**src/rtl/song_sequencer.sv**
```systemverilog
// song_sequencer: play/pause/skip controller in front of song_reader.
// Owns the current song index, the play level and a multi-cycle clear
// pulse that flushes song_reader and the note players on every song change.
module song_sequencer #(
    parameter int NUM_SONGS  = 4,
    parameter int CLR_CYCLES = 2
) (
    input  logic       clk,
    input  logic       reset,
    input  logic       play_button,
    input  logic       next_button,
    input  logic       repeat_en,
    input  logic       song_done,
    output logic       play,
    output logic [1:0] song,
    output logic       player_clear,
    output logic [1:0] status
);

    // State encoding doubles as the status code seen outside.
    localparam logic [1:0] ST_PAUSED  = 2'd0;
    localparam logic [1:0] ST_PLAYING = 2'd1;
    localparam logic [1:0] ST_CLEAR   = 2'd2;

    localparam logic [2:0] SONG_COUNT = 3'(NUM_SONGS);
    localparam logic [1:0] LAST_SONG  = 2'(NUM_SONGS - 1);
    localparam logic [3:0] CLR_LAST   = 4'(CLR_CYCLES - 1);

    logic [1:0] state_q, state_d;
    logic [1:0] song_q, song_d;
    logic [3:0] clr_cnt_q, clr_cnt_d;
    logic       resume_q, resume_d;

    logic [2:0] song_inc;
    logic [1:0] song_next;

    // Next song index: increment first, then fold NUM_SONGS back to zero.
    always_comb begin
        song_inc  = {1'b0, song_q} + 3'd1;
        song_next = (song_inc == SONG_COUNT) ? 2'd0 : song_inc[1:0];
    end

    // Transition logic; inputs are only looked at here, never on the outputs.
    always_comb begin
        state_d   = state_q;
        song_d    = song_q;
        clr_cnt_d = clr_cnt_q;
        resume_d  = resume_q;
        case (state_q)
            ST_PAUSED: begin
                if (next_button) begin
                    state_d  = ST_CLEAR;
                    song_d   = song_next;
                    resume_d = 1'b0;
                end else if (play_button) begin
                    state_d = ST_PLAYING;
                end
            end
            ST_PLAYING: begin
                if (next_button) begin
                    state_d  = ST_CLEAR;
                    song_d   = song_next;
                    resume_d = 1'b1;
                end else if (song_done) begin
                    state_d = ST_CLEAR;
                    if ((song_q == LAST_SONG) && !repeat_en) begin
                        // End of album without repeat: rewind and stay stopped.
                        song_d   = 2'd0;
                        resume_d = 1'b0;
                    end else begin
                        song_d   = song_next;
                        resume_d = 1'b1;
                    end
                end else if (play_button) begin
                    state_d = ST_PAUSED;
                end
            end
            ST_CLEAR: begin
                // Every pulse arriving here is dropped on purpose.
                if (clr_cnt_q == CLR_LAST) begin
                    clr_cnt_d = 4'd0;
                    state_d   = resume_q ? ST_PLAYING : ST_PAUSED;
                end else begin
                    clr_cnt_d = clr_cnt_q + 4'd1;
                end
            end
            default: begin
                state_d   = ST_PAUSED;
                clr_cnt_d = 4'd0;
            end
        endcase
    end

    // State registers; reset is asynchronous so player_clear drops at once.
    always_ff @(posedge clk or negedge reset) begin
        if (!reset) begin
            state_q   <= ST_PAUSED;
            song_q    <= 2'd0;
            clr_cnt_q <= 4'd0;
            resume_q  <= 1'b0;
        end else begin
            state_q   <= state_d;
            song_q    <= song_d;
            clr_cnt_q <= clr_cnt_d;
            resume_q  <= resume_d;
        end
    end

    // Outputs are pure decodes of registered state.
    always_comb begin
        play         = (state_q == ST_PLAYING);
        player_clear = (state_q == ST_CLEAR);
        status       = state_q;
        song         = song_q;
    end

endmodule

```
**config.mk**
```make
export PLATFORM = sky130hd
export DESIGN_NAME = song_sequencer
export DESIGN_NICKNAME = d
export VERILOG_FILES = /design/src/rtl/song_sequencer.sv
export SDC_FILE = /design/constraint.sdc
export NUM_CORES = 1
export LEC_CHECK = 0
export CAP_MARGIN = 15
export CORE_AREA = 2 2 39 41
export CTS_CLUSTER_DIAMETER = 100
export DETAILED_ROUTE_END_ITERATION = 12
export DIE_AREA = 0 0 41 43
export RECOVER_POWER = 25
export SLEW_MARGIN = 0
export SYNTH_ARGS = -nofsm -noshare
export SYNTH_HDL_FRONTEND = slang
export SYNTH_SLANG_ARGS = --single-unit
```
**constraint.sdc**
```tcl
create_clock -name clk -period 1.2 [get_ports clk]
set_input_delay 0.24 -clock clk [delete_from_list [all_inputs] [get_ports clk]]
set_output_delay 0.24 -clock clk [all_outputs]
set_load 0.01 [all_outputs]
```
==> summary.md, run 1 <==
| Metric | Value |
|---|---|
| Status | `finished, violations left` |
| Failing checks | `negative setup slack` |
| Clock Skew | `0.00421 ns` |
| Die area | `1760 sq um` |
| Nets | `88` |
| Pins Over Slew Limit | `0` |
| Total GRT Usage | `0.179` |
| Setup crit end kind | `register` |
| Period Utilization, post-route | `1.10` |
| Syn Area/Cell | `10.0 sq um` |
| Mux share of post-synthesis cell area | `0.0690` |
| Largest fanout on the critical path | `2` |
| Type of origin of the critical path | `register` |
| CTS tree | `yes` |
| Total wire length | `1.15 mm` |
| Synth warnings | `0` |
| Post-synth net total | `56` |
| ANT cells | `0` |
| Final setup margin | `-0.119 ns` |
| Synth top area share | `0.477` |
| DRC errors left | `0` |
| Fin Setup TNS | `-0.638 ns` |
| Area of the multi-input gates | `270 sq um` |
| Leakage | `0.398 nW` |
| R2R Setup Slk | `-0.12 ns` |
| Synthesized flop and latch total | `9` |
| DR vias | `456` |
| GRT Residual Overflow | `0` |
| Reg area | `225 sq um` |
| # fillers | `122` |
| Dpl hpwl | `733 um` |
| Worst skew pair latency | `0.26 ns` |
| Max_slew headroom | `0.718` |
| Cells on worst reg2reg path | `6` |
| Post-Syn Area | `472 sq um` |
| DRT Pass-1 Iters | `4` |
| I/O pin count | `12` |
| Pin count of the biggest net entering global routing | `10` |
| Largest family of logic cells by synthesized area | `simple AND/OR/NAND/NOR gates` |
| Share of layout cells above drive strength 1 | `0.436` |
| Post-CTS Hold Buffers | `0` |
| Synth area leader | `dfrtp_1` |
| Die Y | `43 um` |
| Global-route wire length before repair | `2.01 mm` |
| Maxcap violations | `0` |
| Synth Area in Compound Gates | `0.164` |
| Mapped Cells | `47` |
| Mean number of vias per cell | `4.85` |
| Max H-tree Level | `1` |
| Min Clock Period, post-route | `1.32 ns` |
| Clk slew on worst S/H paths | `0.06 ns` |
| Clock Tree Root | `clkbuf_4` |
| RSZ-0062 raised after global routing | `yes` |
| Count of cell types in the netlist | `22` |
| Post-Synth Adder-Cell Area | `0.0796` |
| Drt initial violations | `4` |
| P per Cell Area | `2620 nW/um^2` |
| Num CTS Buffers | `3` |
| Sequential share of the synthesized area | `0.477` |
| Die X | `41 um` |
| CTS max path bufs | `2` |
| Worst vdd ir | `1.08 mV` |
| Clk sinks | `9` |
| Avg WL per Cell | `12.2 um` |
| Routed Antenna Nets | `0` |
| Worst Path Arrival | `1.47 ns` |
| Total power | `2.17 mW` |
| Final hold violations | `0` |
| Area after DPL | `672 sq um` |
| Endpoints failing setup | `8` |
| Worst-margin pin slew | `0.422 ns` |
| Min-delay worst type | `input pin to asynchronous set/reset pin` |
| Total core area | `1380 sq um` |
| Area grow syn2layout | `75.3%` |
| Vias in the first global route | `478` |
| Initial antenna violation count | `0` |
| Critical path required time | `1.35 ns` |
| Pre-CTS setup slack | `-0.290 ns` |
| Port Buf Inserts | `11` |
| Row Count | `14` |
| Post-Synth Simple-Gate Area | `0.167` |
| Crit Path Category | `register to register` |
| FF-to-FF Start | `status[0]` |
| Synth Area in XOR/XNOR | `0` |
| R2R Path End | `song[1]` |
| GPL Wtd Cong | `0.714` |
| Fmax | `0.758 GHz` |
| Largest cells by area after synthesis | `dfrtp_1, ha_1, o21ai_0` |
| Final Instance Area | `827 sq um` |
| Initial Util | `0.341` |
per-stage QoR:
stage	instances	util	hold WS (ns)
finish	94	0.598	0.348
global placement	83	0.486	0.501
CTS	94	0.575	0.289
detailed placement	83	0.486	0.513
global route	94	0.598	0.367
floorplan	47	-	-0.0556
layout make-up:
cell class / count / area share
multi-input cells: 33 / 0.327
well taps: 16 / 0.0242
clock buffers: 4 / 0.0318
inverters: 4 / 0.0182
flip-flops and latches: 9 / 0.272
repair buffers: 28 / 0.327
cell usage in the layout, fill, tap and decap left out, types with 3 or more instances in the layout:
master / instances
dfrtp_1: 9
clkbuf_4: 3
clkdlybuf4s50_1: 4
buf_4: 8
o21ai_0: 3
ha_1: 3
buf_6: 12
inv_1: 3
nor2_1: 3
worst max-delay path, cell delays in order, from the launching register on:
cell and delay, ns:
dfrtp_1 0.40, buf_6 0.13, buf_6 0.11, buf_6 0.11
a21oi_4 0.15, nor2_4 0.05, mux2_2 0.26
Yosys cell counts:
cell type and number:
dfrtp_1 9, o21ai_0 5, a21o_1 1, a21oi_1 3, o22ai_1 1, mux2i_1 1
nand2b_2 2, nor3_1 1, ha_1 3, and3_1 1, o31ai_1 1, nand2b_1 1
or4_1 1, nor4_1 1, buf_2 1, a22o_1 1, inv_1 4, nor2_1 4
nor3b_1 1, mux2_2 2, nand2_1 2, a211oi_1 1
flip-flops by register name, summed over array words and instances, names as in the netlist:
| register | count |
|---|---|
| clr_cnt_q | 4 |
| status | 2 |
| resume_q | 1 |
| song | 2 |
worst max-delay path by stage:
stage,to,startpoint,cells after the start,slack (ns)
floorplan,song[0],status[1],3,0.02
global placement,song[0],song_done,4,-0.26
detailed placement,song[1],song_done,4,-0.29
CTS,player_clear,status[1],5,-0.16
global route,status[0],status[1],4,-0.18
finish,song[1],status[0],6,-0.12
power by group:
group	total [mW]	internal (mW)	switching, mW
Sequential	0.568	0.448	0.120
Combinational	1.37	0.817	0.549
Clock	0.233	0.128	0.105
Total	2.17	1.39	0.774
cells by family after synthesis:
family                   count (synthesis)
multiplexers                             3
buffers and inverters                    5
AO/OA/AOI/OAI                           13
adder cells (fa/ha/maj)                  3
flip-flops                               9
AND/OR/NAND/NOR                         14
layer usage:
| metal | global-route usage | share of wire | wire [um] | up-vias |
|---|---|---|---|---|
| li1 | - | - | - | 232 |
| met1 | 0.210 | 0.42 | 484 | 213 |
| met2 | 0.269 | 0.53 | 607 | 7 |
| met3 | 0.0314 | 0.029 | 33 | 4 |
| met4 | 0.140 | 0.022 | 25 | 0 |
| met5 | 0 | 0 | 0 | - |
what timing repair did:
| item | in CTS | in global routing |
|---|---|---|
| pin swaps | 5 | 4 |
| setup endpoints to repair | 9 | 15 |
| gates resized for setup | 31 | 13 |
| setup buffers | 7 | 1 |
No activity file was read; power rests on OpenSTA's default activity.
==> run 2: changes to the inputs <==
Settings changed: CELL_PAD_IN_SITES_DETAIL_PLACEMENT set to 1, CELL_PAD_IN_SITES_GLOBAL_PLACEMENT set to 1, CORE_AREA 2 2 39 41 to unset, CORE_UTILIZATION set to 30, DIE_AREA 0 0 41 43 to unset, PLACE_DENSITY_LB_ADDON set to 0.1, SKIP_CTS_REPAIR_TIMING set to 1.
==> summary.md, run 2 (synthesis results as in run 1) <==
| Metric | Value |
|---|---|
| Status | `finished, violations left` |
| Failing checks | `negative setup slack` |
| Clk slew on worst S/H paths | `0.06 ns` |
| Final setup margin | `-0.0997 ns` |
| CTS tree | `yes` |
| Global-route wire length before repair | `2.00 mm` |
| Worst Path Arrival | `1.06 ns` |
| Fin Setup TNS | `-0.263 ns` |
| Max H-tree Level | `1` |
| P per Cell Area | `2650 nW/um^2` |
| Total GRT Usage | `0.157` |
| DRC errors left | `0` |
| Most frequent cells in the layout | `dfrtp_1, buf_6, buf_4` |
| I/O pin count | `12` |
| Final hold violations | `0` |
| GPL Wtd Cong | `0.739` |
| Avg WL per Cell | `15.0 um` |
| Routed Antenna Nets | `0` |
| Crit Path Category | `register to output port` |
| Initial Util | `0.341` |
| Total power | `1.99 mW` |
| Min Clock Period, post-route | `1.30 ns` |
| Max incr delay on CP | `0.38 ns` |
| Dpl hpwl | `935 um` |
| Period Utilization, post-route | `1.08` |
| Die area | `1730 sq um` |
| CTS max path bufs | `2` |
| Wire length on met2 | `653 um` |
| Initial antenna violation count | `0` |
| Buf/Inv on CP | `3` |
| Max_slew headroom | `0.715` |
| Type of origin of the critical path | `register` |
| Critical path required time | `0.96 ns` |
| Drt initial violations | `6` |
| Largest fanout on the critical path | `2` |
| Die X | `41.7 um` |
| Port Buf Inserts | `11` |
| Row Count | `13` |
| ANT cells | `0` |
| Maxcap violations | `0` |
| DR vias | `451` |
| DRT Pass-1 Iters | `4` |
| Leakage | `0.388 nW` |
| Worst-margin pin slew | `0.426 ns` |
| Pins Over Slew Limit | `0` |
| Clock Skew | `0.00225 ns` |
| Total core area | `1380 sq um` |
| Pin count of the biggest net entering global routing | `10` |
| Met3 wire len | `55 um` |
| Kind of cell adding the most delay to the critical path | `flip-flops` |
| Clock Tree Root | `clkbuf_4` |
| DR top layer | `met4` |
| Vias in the first global route | `469` |
| Hold_ws | `0.340 ns` |
| Max reg flops | `4` |
| Num CTS Buffers | `3` |
| Endpoints failing setup | `5` |
| Clk sinks | `9` |
| # fillers | `149` |
| Crit-path cells | `buf_4 -> nand2b_4 -> inv_2 -> buf_6` |
| Area grow syn2layout | `58.9%` |
| Fmax | `0.769 GHz` |
| RSZ-0062 raised after global routing | `yes` |
| Nets | `81` |
| Min-delay worst type | `input pin to asynchronous set/reset pin` |
| Commonest non-fill, non-tap cell in the layout | `dfrtp_1` |
| Share of layout cells above drive strength 1 | `0.366` |
| Setup crit end kind | `output port` |
| Wl on met1 | `562 um` |
| Mean number of vias per cell | `5.24` |
| Worst skew pair latency | `0.27 ns` |
| Pre-CTS setup slack | `-0.329 ns` |
| Total wire length | `1.29 mm` |
| Slowest cell on the critical path | `dfrtp_1` |
| Worst vdd ir | `1.05 mV` |
| Die Y | `41.7 um` |
| Reg with most FFs | `clr_cnt_q` |
| GRT Residual Overflow | `0` |
==> run 2: cell count changes in the layout (fill, tap and decap cells not counted), moves of 2 or more <==
cell,previous run,this run
clkdlybuf4s15_1,2,0
dlymetal6s2s_1,0,4
buf_6,12,7
buf_4,8,6
clkdlybuf4s50_1,4,2
==> run 2: per-stage QoR <==
stage / area [sq um] / utilization / std cells
floorplan: 472 / - / 47
global placement: 648 / 0.469 / 79
detailed placement: 648 / 0.469 / 79
CTS: 674 / 0.488 / 83
global route: 749 / 0.542 / 86
finish: 749 / 0.542 / 86
==> run 2: worst paths after layout <==
path	slack [ns]	to	depth (start not counted)	from
max in group asynchronous	0.56	resume_q	1	reset
worst max-delay path	-0.1	player_clear	4	status[0]
min in group clk	0.37	status[1]	3	next_button
worst max register to register	-0.04	status[0]	4	status[1]
worst min-delay path	0.34	clr_cnt_q[3]	1	reset
worst min register to register	0.55	song[1]	1	song[1]
==> run 2: worst reg2reg max path, delay by kind of cell (launching register included) <==
kind,cells,cell delay [ns]
compound gates,1,0.07
buf+inv,1,0.12
flops,1,0.41
simple gates,2,0.55
==> run 2: layout make-up <==
type,instances,area [sq um],area share
multi-input cells,33,255,0.341
flip-flops and latches,9,225,0.301
repair buffers,21,209,0.279
clock buffers,4,26.3,0.0351
well taps,15,18.8,0.0250
inverters,4,15.0,0.0200
==> run 2: routing by layer <==
metal,GRT usage,vias up
met3,0.0478,2
li1,-,216
met5,0,-
met4,0.116,0
met1,0.172,223
met2,0.253,10
==> run 2: power breakdown <==
group	switching (mW)	internal, mW
clock network	0.117	0.129
logic	0.501	0.665
registers	0.128	0.448
==> run 3: changes to the inputs <==
Settings changed: GPL_ROUTABILITY_DRIVEN set to 0, RECOVER_POWER 25 to unset.
==> summary.md, run 3 (synthesis results as in run 1) <==
| Metric | Value |
|---|---|
| Max reg flops | `4` |
| Num CTS Buffers | `3` |
| Worst skew pair latency | `0.27 ns` |
| I/O pin count | `12` |
| Total GRT Usage | `0.157` |
| Maxcap violations | `0` |
| Sw Ratio | `0.375` |
| Worst Setup EP | `player_clear` |
| Cells on worst reg2reg path | `4` |
| Clock Tree Root | `clkbuf_4` |
| Failing checks | `negative setup slack` |
| DRT Pass-1 Iters | `4` |
| ANT cells | `0` |
| Status | `finished, violations left` |
| Clk sinks | `9` |
| Max H-tree Level | `1` |
| CTS tree | `yes` |
| Vias in the first global route | `469` |
| Final hold violations | `0` |
| FF-to-FF Start | `status[1]` |
| Critical path required time | `0.96 ns` |
| Reg with most FFs | `clr_cnt_q` |
| Initial Util | `0.341` |
| Crit Path Category | `register to output port` |
| Final Instance Count excl. Fillers | `86` |
| GRT Residual Overflow | `0` |
| R2R Path End | `status[0]` |
| Min-delay worst type | `input pin to asynchronous set/reset pin` |
| CTS max path bufs | `2` |
| Hold_ws | `0.270 ns` |
| Initial antenna violation count | `0` |
| Finished Core Util | `0.542` |
| Area grow syn2layout | `58.9%` |
| Avg WL per Cell | `15.0 um` |
| Pins Over Slew Limit | `0` |
| Max_slew headroom | `0.719` |
| Worst-margin pin slew | `0.421 ns` |
| Placed insts | `79` |
| Period Utilization, post-route | `1.08` |
| Fmax | `0.769 GHz` |
| RSZ-0062 raised after global routing | `yes` |
| Clk slew on worst S/H paths | `0.06 ns` |
| Endpoints failing setup | `5` |
| Total core area | `1380 sq um` |
| Cell internal pwr | `1.24 mW` |
| Max incr delay on CP | `0.38 ns` |
| DRC errors left | `0` |
| Worst vdd ir | `1.05 mV` |
| R2R Setup Slk | `-0.04 ns` |
| DR vias | `451` |
| Port Buf Inserts | `11` |
| Die Y | `41.7 um` |
| Gate power share | `0.587` |
| Drt initial violations | `6` |
| Pin count of the biggest net entering global routing | `10` |
| Die X | `41.7 um` |
| Clock Power Share | `0.124` |
| Dpl hpwl | `935 um` |
| Share of layout cells above drive strength 1 | `0.366` |
| Seq pwr share | `0.290` |
| Type of origin of the critical path | `register` |
| Row Count | `13` |
| Most frequent cells in the layout | `dfrtp_1, buf_6, buf_4` |
| Commonest non-fill, non-tap cell in the layout | `dfrtp_1` |
| Slowest cell on the critical path | `dfrtp_1` |
| Die area | `1730 sq um` |
| Leakage | `0.388 nW` |
| Sw power | `0.746 mW` |
| Pre-CTS setup slack | `-0.329 ns` |
| Final setup margin | `-0.0997 ns` |
| Nets | `81` |
| Setup crit end kind | `output port` |
| Worst Path Arrival | `1.06 ns` |
| Total wire length | `1.29 mm` |
| Crit-path cells | `buf_4 -> nand2b_4 -> inv_2 -> buf_6` |
| Clock Skew | `0.00225 ns` |
| Critical path launch point | `status[0]` |
| Mean number of vias per cell | `5.24` |
| Min Clock Period, post-route | `1.30 ns` |
| Largest fanout on the critical path | `2` |
| P per Cell Area | `2650 nW/um^2` |
| Fin Setup TNS | `-0.263 ns` |
| Routed Antenna Nets | `0` |
| Global-route wire length before repair | `2.00 mm` |
run 3: cell types whose count changed in the layout (fill, tap and decap cells not counted):
cell	delta
clkdlybuf4s50_1	+1
dlygate4sd3_1	-1
run 3: final cells by class:
type	count	area (sq um)
fillers	149	633
multi-input cells	33	255
flip-flops and latches	9	225
repair buffers	21	209
clock buffers	4	26.3
well taps	15	18.8
inverters	4	15.0
run 3: how the worst min path moves through the flow:
stage                       from           end  slack, ns  depth (start not counted)
CTS                        reset  clr_cnt_q[3]       0.28                          1
global placement    clr_cnt_q[2]  clr_cnt_q[2]       0.51                          2
global route               reset  clr_cnt_q[3]       0.28                          1
finish                     reset  clr_cnt_q[3]       0.27                          1
floorplan                  reset  clr_cnt_q[0]      -0.06                          0
detailed placement  clr_cnt_q[2]  clr_cnt_q[2]       0.53                          2
run 3: worst max-delay path, delay by kind of cell (launching register included):
family / cells / cell delay [ns]
buffers and inverters: 3 / 0.28
DFF: 1 / 0.38
and+or+nand+nor: 1 / 0.14
run 3: metal layers:
| layer | vias to the layer above | part of all wire | track usage |
|---|---|---|---|
| li1 | 216 | - | - |
| met1 | 223 | 0.44 | 0.172 |
| met3 | 2 | 0.043 | 0.0478 |
| met5 | - | 0 | 0 |
| met2 | 10 | 0.51 | 0.253 |
| met4 | 0 | 0.015 | 0.116 |
run 3: power by group through the flow:
stage,Clock [mW],Combinational (mW),Sequential (mW)
global placement,0,0.896,0.567
detailed placement,0,0.949,0.590
global route,0.269,1.27,0.601
finish,0.246,1.17,0.576
floorplan,0,0.454,0.589
CTS,0.258,0.951,0.586
run 3: metrics by stage:
step	power, mW	cell area [sq um]
5_1_grt	2.14	749
6_report	1.99	749
3_5_place_dp	1.54	648
3_3_place_gp	1.46	648
2_1_floorplan	1.04	472
4_1_cts	1.79	674
==> patch: new RTL, settings of run 1 <==
Put a register stage on the output `status`, without a reset. The value now appears one clock later. The other outputs are not delayed to match.
--- a/src/rtl/song_sequencer.sv
+++ b/src/rtl/song_sequencer.sv
@@ -26,4 +26,6 @@
     localparam logic [1:0] LAST_SONG  = 2'(NUM_SONGS - 1);
     localparam logic [3:0] CLR_LAST   = 4'(CLR_CYCLES - 1);
+
+    logic [1:0] status_d;
 
     logic [1:0] state_q, state_d;
@@ -111,6 +113,10 @@
         play         = (state_q == ST_PLAYING);
         player_clear = (state_q == ST_CLEAR);
-        status       = state_q;
+        status_d     = state_q;
         song         = song_q;
+    end
+
+    always_ff @(posedge clk) begin
+        status <= status_d;
     end
 
Function: changed (Yosys sat finds a counterexample within 4 cycles, from zero or initial values and one cycle with reset low).
==> patch against run 1 <==
The run still ends with setup timing left. Setup slack better by 0.029 ns. Clock power is 4% higher. Final area is 1.5% higher. Sequential cell count is 2 higher. Non-clock buffer count is 4 lower. Area after synthesis is 16% higher. Power is 2.8% lower. Wire length is 12% lower. Critical path type is now reg2out. Largest power group unchanged.
==> patch: results (changes against run 1) <==
Status
  – Outcome: complete, but fails checks
  – Failing checks: setup timing

Layout
  – Final #Nets: 84 (-4.5%)
  – Share of layout cells above drive strength 1: 40.54% (-3.0 points)
  – Layout Cells excl Fill: 90 (-4.3%)

Global route
  – Total track usage: 14.77% (-3.1 points)
  – Vias in the first global route: 413 (-14%)
  – First-pass GRT wire length: 1731 um (-14%)

Power
  – Combinational power: 1.18 mW (-14%)
  – Static leakage: 0.3998 nW (+0.45%)
  – Clk pwr: 243 uW (+4%)
  – VDD IR-drop max: 1.055 mV (-1.9%)
  – Sw frac: 35.17% (-0.54 points)

Synthesis
  – Ys async rst share: 81.82% (-18 points)
  – Synth unique cells: 24 (+9.1%)
  – Most area-consuming cells after synthesis: dfrtp_1 (41%), mux2_4 (8.2%), dfxtp_1 (7.3%), ha_1 (6.8%), a2111oi_4 (5.0%)

Timing
  – Setup Skew: 0.004260 ns (+0.00004793 ns)
  – Setup ws final: -0.09044 ns (+0.02896 ns)
  – Slew Limit Headroom: 71.05% (-0.70 points)
  – Total negative setup slack: -0.1359 ns (+0.5024 ns)
  – Final setup fails: 3 (-5)

Placed design
  – Placed inst area: 725.7 um2 (+8.0%)
  – Cell count after placement: 80 (-3.6%)
  – Setup WS pre-CTS: -0.2977 ns (-0.007835 ns)

Critical path
  – Reg2Reg Depth: 4 (-2)
  – CP arrival: 1.05 ns (-0.42 ns)
  – Crit path max fanout: 3 (+1)

Drt
  – DR vias: 430 (-5.7%)
  – DR pass1 iterations: 2 (-2)
  – Routed wire per std cell: 11.26 um (-8.0%)
patch: cell families after synthesis:
group                    count (synthesis)  synth area share (%)
AO/OA/AOI/OAI                           13                 20.09
AND/OR/NAND/NOR                         12                 11.64
flip-flops                              11                 48.40
buffers and inverters                    4                 2.967
multiplexers                             4                 10.05
adder cells (fa/ha/maj)                  3                 6.850
patch: routing by layer:
metal  wire length [um]  track usage (%)
met5                  0                0
met4                 11            10.00
met3                 32            3.141
met2                516            20.94
met1                453            19.19
patch: area by class of cell:
cell class | instances | area (um2) | share of cell area [%]
multi-input cells | 32 | 302.8 | 36.07
repair buffers | 24 | 212.7 | 25.34
well taps | 16 | 20.02 | 2.385
clock buffers | 4 | 26.28 | 3.130
inverters | 3 | 11.26 | 1.341
flip-flops and latches | 11 | 266.5 | 31.74
patch: what timing repair did:
action | in CTS | in global routing
resized for setup | 14 | 12
setup buffers | 8 | 0
setup endpoints to repair | 10 | 11
pin swaps | 3 | 4
endpoints found under the hold margin | 0 | 0
patch: path summary, 6_finish.rpt:
check / startpoint / end
max: state_q[0]$_DFFE_PN0P_ / play
min: reset / clr_cnt_q[3]$_DFFE_PN0N_
max reg2reg: state_q[0]$_DFFE_PN0P_ / state_q[0]$_DFFE_PN0P_
min reg2reg: clr_cnt_q[3]$_DFFE_PN0N_ / clr_cnt_q[3]$_DFFE_PN0N_
max in group asynchronous: reset / state_q[1]$_DFFE_PN0P_
min in group clk: clr_cnt_q[3]$_DFFE_PN0N_ / clr_cnt_q[3]$_DFFE_PN0N_
patch: worst register-to-register path: stages (launching register included):
cell and delay, ns:
dfrtp_1 0.41, buf_6 0.15, a2111oi_4 0.29, nor2_1 0.07
a31o_1 0.21
